$ cat config.mk
export PLATFORM = sky130hd
export DESIGN_NAME = add_arbiter
export DESIGN_NICKNAME = d
export VERILOG_FILES = /design/src/rtl/add_arbiter_pkg.sv /design/src/rtl/add_arbiter_rr_pick.sv /design/src/rtl/add_arbiter.sv
export SDC_FILE = /design/constraint.sdc
export NUM_CORES = 1
export LEC_CHECK = 0
export CAP_MARGIN = 20
export CORE_UTILIZATION = 39
export CTS_CLUSTER_SIZE = 12
export DETAILED_ROUTE_END_ITERATION = 10
export PLACE_DENSITY = 0.95
export SLEW_MARGIN = 20
export SYNTH_ARGS = -nofsm -noshare
export SYNTH_HDL_FRONTEND = slang
export SYNTH_SLANG_ARGS = --single-unit
$ cat constraint.sdc
create_clock -name clk -period 2.75 [get_ports clk]
set_input_delay 0.55 -clock clk [delete_from_list [all_inputs] [get_ports clk]]
set_output_delay 0.55 -clock clk [all_outputs]
set_load 0.05 [all_outputs]
$ cat src/rtl/add_arbiter_pkg.sv
// Shared definitions for the two-requester add arbiter: FSM encoding and requester count.
package add_arbiter_pkg;

  localparam int NUM_REQ = 2;

  typedef enum logic [1:0] {
    ST_IDLE  = 2'd0,
    ST_OFFER = 2'd1,
    ST_WAIT  = 2'd2
  } arb_state_e;

  // Index of the granted requester from a one-hot two-bit grant vector.
  function automatic logic grant_index(input logic [NUM_REQ-1:0] grant);
    return grant[1];
  endfunction

endpackage

$ cat src/rtl/add_arbiter_rr_pick.sv
// Combinational two-way round-robin selector; prio names the preferred requester on a tie.
module rr_pick
  import add_arbiter_pkg::*;
(
  input  logic [NUM_REQ-1:0] req_valid,
  input  logic               prio,
  output logic [NUM_REQ-1:0] grant
);

  always_comb begin
    grant = '0;
    unique case (req_valid)
      2'b01:   grant = 2'b01;
      2'b10:   grant = 2'b10;
      2'b11:   grant = prio ? 2'b10 : 2'b01;
      default: grant = 2'b00;
    endcase
  end

endmodule

$ cat src/rtl/add_arbiter.sv
// Arbitrates two add requesters onto one shared adder; one operation in flight at a time,
// released only when the adder reports the sum stored.
module add_arbiter
  import add_arbiter_pkg::*;
#(
  parameter int DATA_SIZE = 16,
  parameter int ID_SIZE   = 4
) (
  input  logic                         clk,
  input  logic                         rst_n,
  input  logic [NUM_REQ-1:0]           req_valid,
  output logic [NUM_REQ-1:0]           req_ready,
  input  logic [NUM_REQ*DATA_SIZE-1:0] req_add_1,
  input  logic [NUM_REQ*DATA_SIZE-1:0] req_add_2,
  input  logic [NUM_REQ*ID_SIZE-1:0]   req_id,
  output logic [DATA_SIZE-1:0]         add_1,
  output logic [DATA_SIZE-1:0]         add_2,
  output logic [ID_SIZE-1:0]           id_add,
  output logic                         a_valid_data,
  input  logic                         a_ready_data,
  input  logic                         sum_written,
  output logic                         res_src,
  output logic                         busy
);

  arb_state_e           state_q, state_d;
  logic                 prio_q, prio_d;
  logic                 res_src_q, res_src_d;
  logic                 busy_q, busy_d;
  logic [DATA_SIZE-1:0] hold_add1_q, hold_add1_d;
  logic [DATA_SIZE-1:0] hold_add2_q, hold_add2_d;
  logic [ID_SIZE-1:0]   hold_id_q, hold_id_d;

  logic [DATA_SIZE-1:0] op1_arr [NUM_REQ];
  logic [DATA_SIZE-1:0] op2_arr [NUM_REQ];
  logic [ID_SIZE-1:0]   id_arr  [NUM_REQ];
  logic [NUM_REQ-1:0]   grant;
  logic                 g_idx;

  genvar gi;
  generate
    for (gi = 0; gi < NUM_REQ; gi++) begin : g_unpack
      assign op1_arr[gi] = req_add_1[gi*DATA_SIZE +: DATA_SIZE];
      assign op2_arr[gi] = req_add_2[gi*DATA_SIZE +: DATA_SIZE];
      assign id_arr[gi]  = req_id[gi*ID_SIZE +: ID_SIZE];
    end
  endgenerate

  rr_pick u_rr_pick (
    .req_valid (req_valid),
    .prio      (prio_q),
    .grant     (grant)
  );

  assign g_idx = grant_index(grant);

  always_comb begin
    state_d     = state_q;
    prio_d      = prio_q;
    res_src_d   = res_src_q;
    hold_add1_d = hold_add1_q;
    hold_add2_d = hold_add2_q;
    hold_id_d   = hold_id_q;
    unique case (state_q)
      ST_IDLE: begin
        // Grant is already qualified by req_valid, so any grant bit is an acceptance.
        if (|grant) begin
          hold_add1_d = op1_arr[g_idx];
          hold_add2_d = op2_arr[g_idx];
          hold_id_d   = id_arr[g_idx];
          res_src_d   = g_idx;
          prio_d      = ~g_idx;
          state_d     = ST_OFFER;
        end
      end
      ST_OFFER: if (a_ready_data) state_d = ST_WAIT;
      ST_WAIT:  if (sum_written)  state_d = ST_IDLE;
      default:  state_d = ST_IDLE;
    endcase
    busy_d = (state_d != ST_IDLE);
  end

  always_ff @(posedge clk or negedge rst_n) begin
    if (!rst_n) begin
      state_q     <= ST_IDLE;
      prio_q      <= 1'b0;
      res_src_q   <= 1'b0;
      busy_q      <= 1'b0;
      hold_add1_q <= '0;
      hold_add2_q <= '0;
      hold_id_q   <= '0;
    end else begin
      state_q     <= state_d;
      prio_q      <= prio_d;
      res_src_q   <= res_src_d;
      busy_q      <= busy_d;
      hold_add1_q <= hold_add1_d;
      hold_add2_q <= hold_add2_d;
      hold_id_q   <= hold_id_d;
    end
  end

  // rst_n gates the grant so nothing is offered to requesters while reset is held.
  assign req_ready    = (state_q == ST_IDLE && rst_n) ? grant : '0;
  assign a_valid_data = (state_q == ST_OFFER);
  assign add_1        = hold_add1_q;
  assign add_2        = hold_add2_q;
  assign id_add       = hold_id_q;
  assign res_src      = res_src_q;
  assign busy         = busy_q;

endmodule
==> summary.md <==
| Metric | Value |
|---|---|
| Largest net degree at the start of global routing | 38 |
| Design Area, Final | 0.00316 mm² |
| Vias per std cell | 5.62 |
| Slew Limit Fails | 0 |
| Leakage power total | 0.00131 µW |
| Endpoints failing hold | 0 |
| Placed inst area | 0.00308 mm² |
| Final Power | 4070 µW |
| Crit. End Element | output port |
| Total number of vias | 1782 |
| Synth unique cells | 18 |
| CTS tree | yes |
| GR Overflow Total | 0 |
| DRC | 0 |
| Kind of critical path | reg -> out |
| FFs w/ async S/R, synth | 100% |
| Post-DRT Antenna Nets | 0 |
| Number of port buffers | 118 |
| Layout Cells excl Fill | 317 |
| Detailed Place HPWL | 3.94 mm |
| Status | completed |
| Flops & latches, synth | 41 |
| Max clock buf depth | 2 |
| Global-route wire length before repair | 9.01 mm |
| Setup TNS | 0 ns |
| Worst-path clk slew | 0.07 ns |
| Net Switching | 1940 µW |
| Max_cap viols | 0 |
| Share of the yosys chip area belonging to registers | 54.5% |
| Crit path cell chain | nor2b_1, clkdlybuf4s50_1 |
| Syn. warnings | 0 |
| RSZ-0062 raised after global routing | false |
| Initial antenna violation count | 0 |
| Die Wd | 71.5 µm |
| Fin crit share | 83.5% |
| Die ar. | 0.00511 mm² |
| CTS resizes | 0 |
| First-pass detailed-route iteration total | 4 |
| Req. time, crit path | 2.20 ns |
| Vias in the first global route | 1897 |
| Max incr delay on CP | 0.84 ns |
| Die height | 71.5 µm |
| Filler cells | 354 |
| Mean Syn Cell Area | 12.5 µm² |
| R2R cell count | 4 |
| Synthesized cell area | 0.00188 mm² |
| IO Count | 119 |
| FMAX | 436 MHz |
| Max IR drop VDD | 0.730 mV |
| Mapped Cells | 151 |
| Gate power share | 64.1% |
| Number of flops mapped to enable cells by yosys | 0 |
| Minimum clock period | 2.30 ns |
| Slew @ Worst Pin | 0.731 ns |
| Area Overhead vs Synth | 67.9% |
| Skew final | 0.00160 ns |
| WP data arrival | 1.75 ns |
| Placed cell count | 310 |
| Ant. Diodes | 0 |
| PwrDens | 1290 mW/mm² |
| Clock power frac | 9.8% |
| Slowest CP cell | clkdlybuf4s50_1 |
| Clock Sinks | 41 |
| Post-CTS setup buffers | 0 |
| Setup crit start kind | flip-flop |
| CTS buffer count | 5 |
| Layout net count | 343 |
| Gpl congestion | 0.676 |
| WL/cell | 17.4 µm |
| Share of cells above drive strength 1 | 6.04% |
| Worst Hold Class | in -> async |
| Sequential power share | 26.2% |
| Gr usage total | 22.9% |
| Root Buffer | clkbuf_8 |
| Drt total wl | 5.51 mm |
| Pint | 2130 µW |
| Starting DRT DRC Count | 103 |
| Top_reg_cell synth | dfrtp_1 |
| Insertion delay to the later sink of the worst-skew pair | 0.29 ns |
| Final setup fails | 0 |
| Sw frac | 47.6% |
| Core Region | 0.00450 mm² |
| Row cnt | 24 |
| Worst Path Max Fanout | 4 |
| Initial core utilization | 41.8% |
| H-tree Lvls | 2 |
| Max transition margin | 51.3% |
| Post-cts hold buffer count | 0 |
| Post-Syn Nets | 229 |
## cell type report
class / count / area, µm² / area share [%]
timing repair buffer: 124 / 1240 / 39.3
clock buffer: 7 / 86.3 / 2.73
inverter: 1 / 3.75 / 0.119
sequential: 41 / 1030 / 32.4
tap: 52 / 65.1 / 2.06
multi-input combinational: 92 / 739 / 23.4
## stage by stage
stage,worst slack [ns],hold slack (ns),utilization (%)
after global routing,0.379,0.161,70.2
after detailed placement,0.557,0.478,68.3
after floorplan,0.651,0.254,-
after global placement,0.569,0.462,68.3
final,0.454,0.157,70.2
after CTS,0.449,0.163,70.2
## cells in the final DEF (no fill, tap or decap), drive strengths merged
cell / netlist / routed
a221o: 36 / 36
and2: 2 / 2
and3: 2 / 2
buf: 11 / 9
clkbuf: 6 / 7
clkdlybuf4s50: 0 / 115
dfrtp: 41 / 41
inv: 1 / 1
nand2: 4 / 4
nand2b: 3 / 3
nor2: 3 / 3
nor2b: 1 / 1
o211ai: 1 / 1
o21a: 36 / 36
o21ai: 2 / 2
o22ai: 1 / 1
or2: 1 / 1
## routing by layer
metal  track usage [%]  share of wire (%)  routed length (µm)
met5                 0                  0                   0
met2              39.9                 50                2760
met1              26.5                 39                2170
met3              8.02                9.0                 496
met4              7.41                1.5                  80
## sequential cells by signal, summed over array words and instances (netlist names)
| signal | cells |
|---|---|
| add_2 | 16 |
| res_src | 1 |
| id_add | 4 |
| add_1 | 16 |
| busy | 1 |
| prio_q | 1 |
| state_q | 2 |
## synth_stat cells, drive strengths merged, types with 2 or more instances
cell type,number,area (µm²)
a221o,36,360
and2,2,12.5
and3,2,12.5
buf,11,93.8
clkbuf,6,22.5
dfrtp,41,1030
nand2,4,15.0
nand2b,3,18.8
nor2,3,11.3
o21a,36,270
o21ai,2,10.0
## worst paths after layout
check                           start      endpoint  slack, ns
max                        state_q[1]  a_valid_data       0.45
min                             rst_n      add_1[6]       0.16
max reg2reg                state_q[0]     add_2[13]       0.92
min reg2reg                   res_src       res_src       0.53
max in group asynchronous       rst_n     id_add[1]       1.90
min in group clk              res_src       res_src       0.53
## power groups by stage
| stage | combinational [µW] | clock, µW | sequential [µW] |
|---|---|---|---|
| finish | 2600 | 397 | 1060 |
| CTS | 2620 | 408 | 1070 |
| detailed placement | 2610 | 0 | 1080 |
| floorplan | 908 | 0 | 1990 |
| global placement | 2580 | 0 | 1060 |
| global route | 2740 | 435 | 1100 |
## logic make-up (layout without fill, tap and decap cells)
group,count (synthesis),in the layout,synth area share [%]
AO/OA/AOI/OAI,76,76,34.8
flip-flops,41,41,54.5
buffers and inverters,18,132,6.38
AND/OR/NAND/NOR,16,16,4.39
## critical path, delay by kind of cell, from the launching register on
kind,cells,cell delay (ns)
buffers and inverters,1,0.84
DFF,1,0.40
and+or+nand+nor,1,0.21
Note: power is estimated with default switching activity, not from simulation.
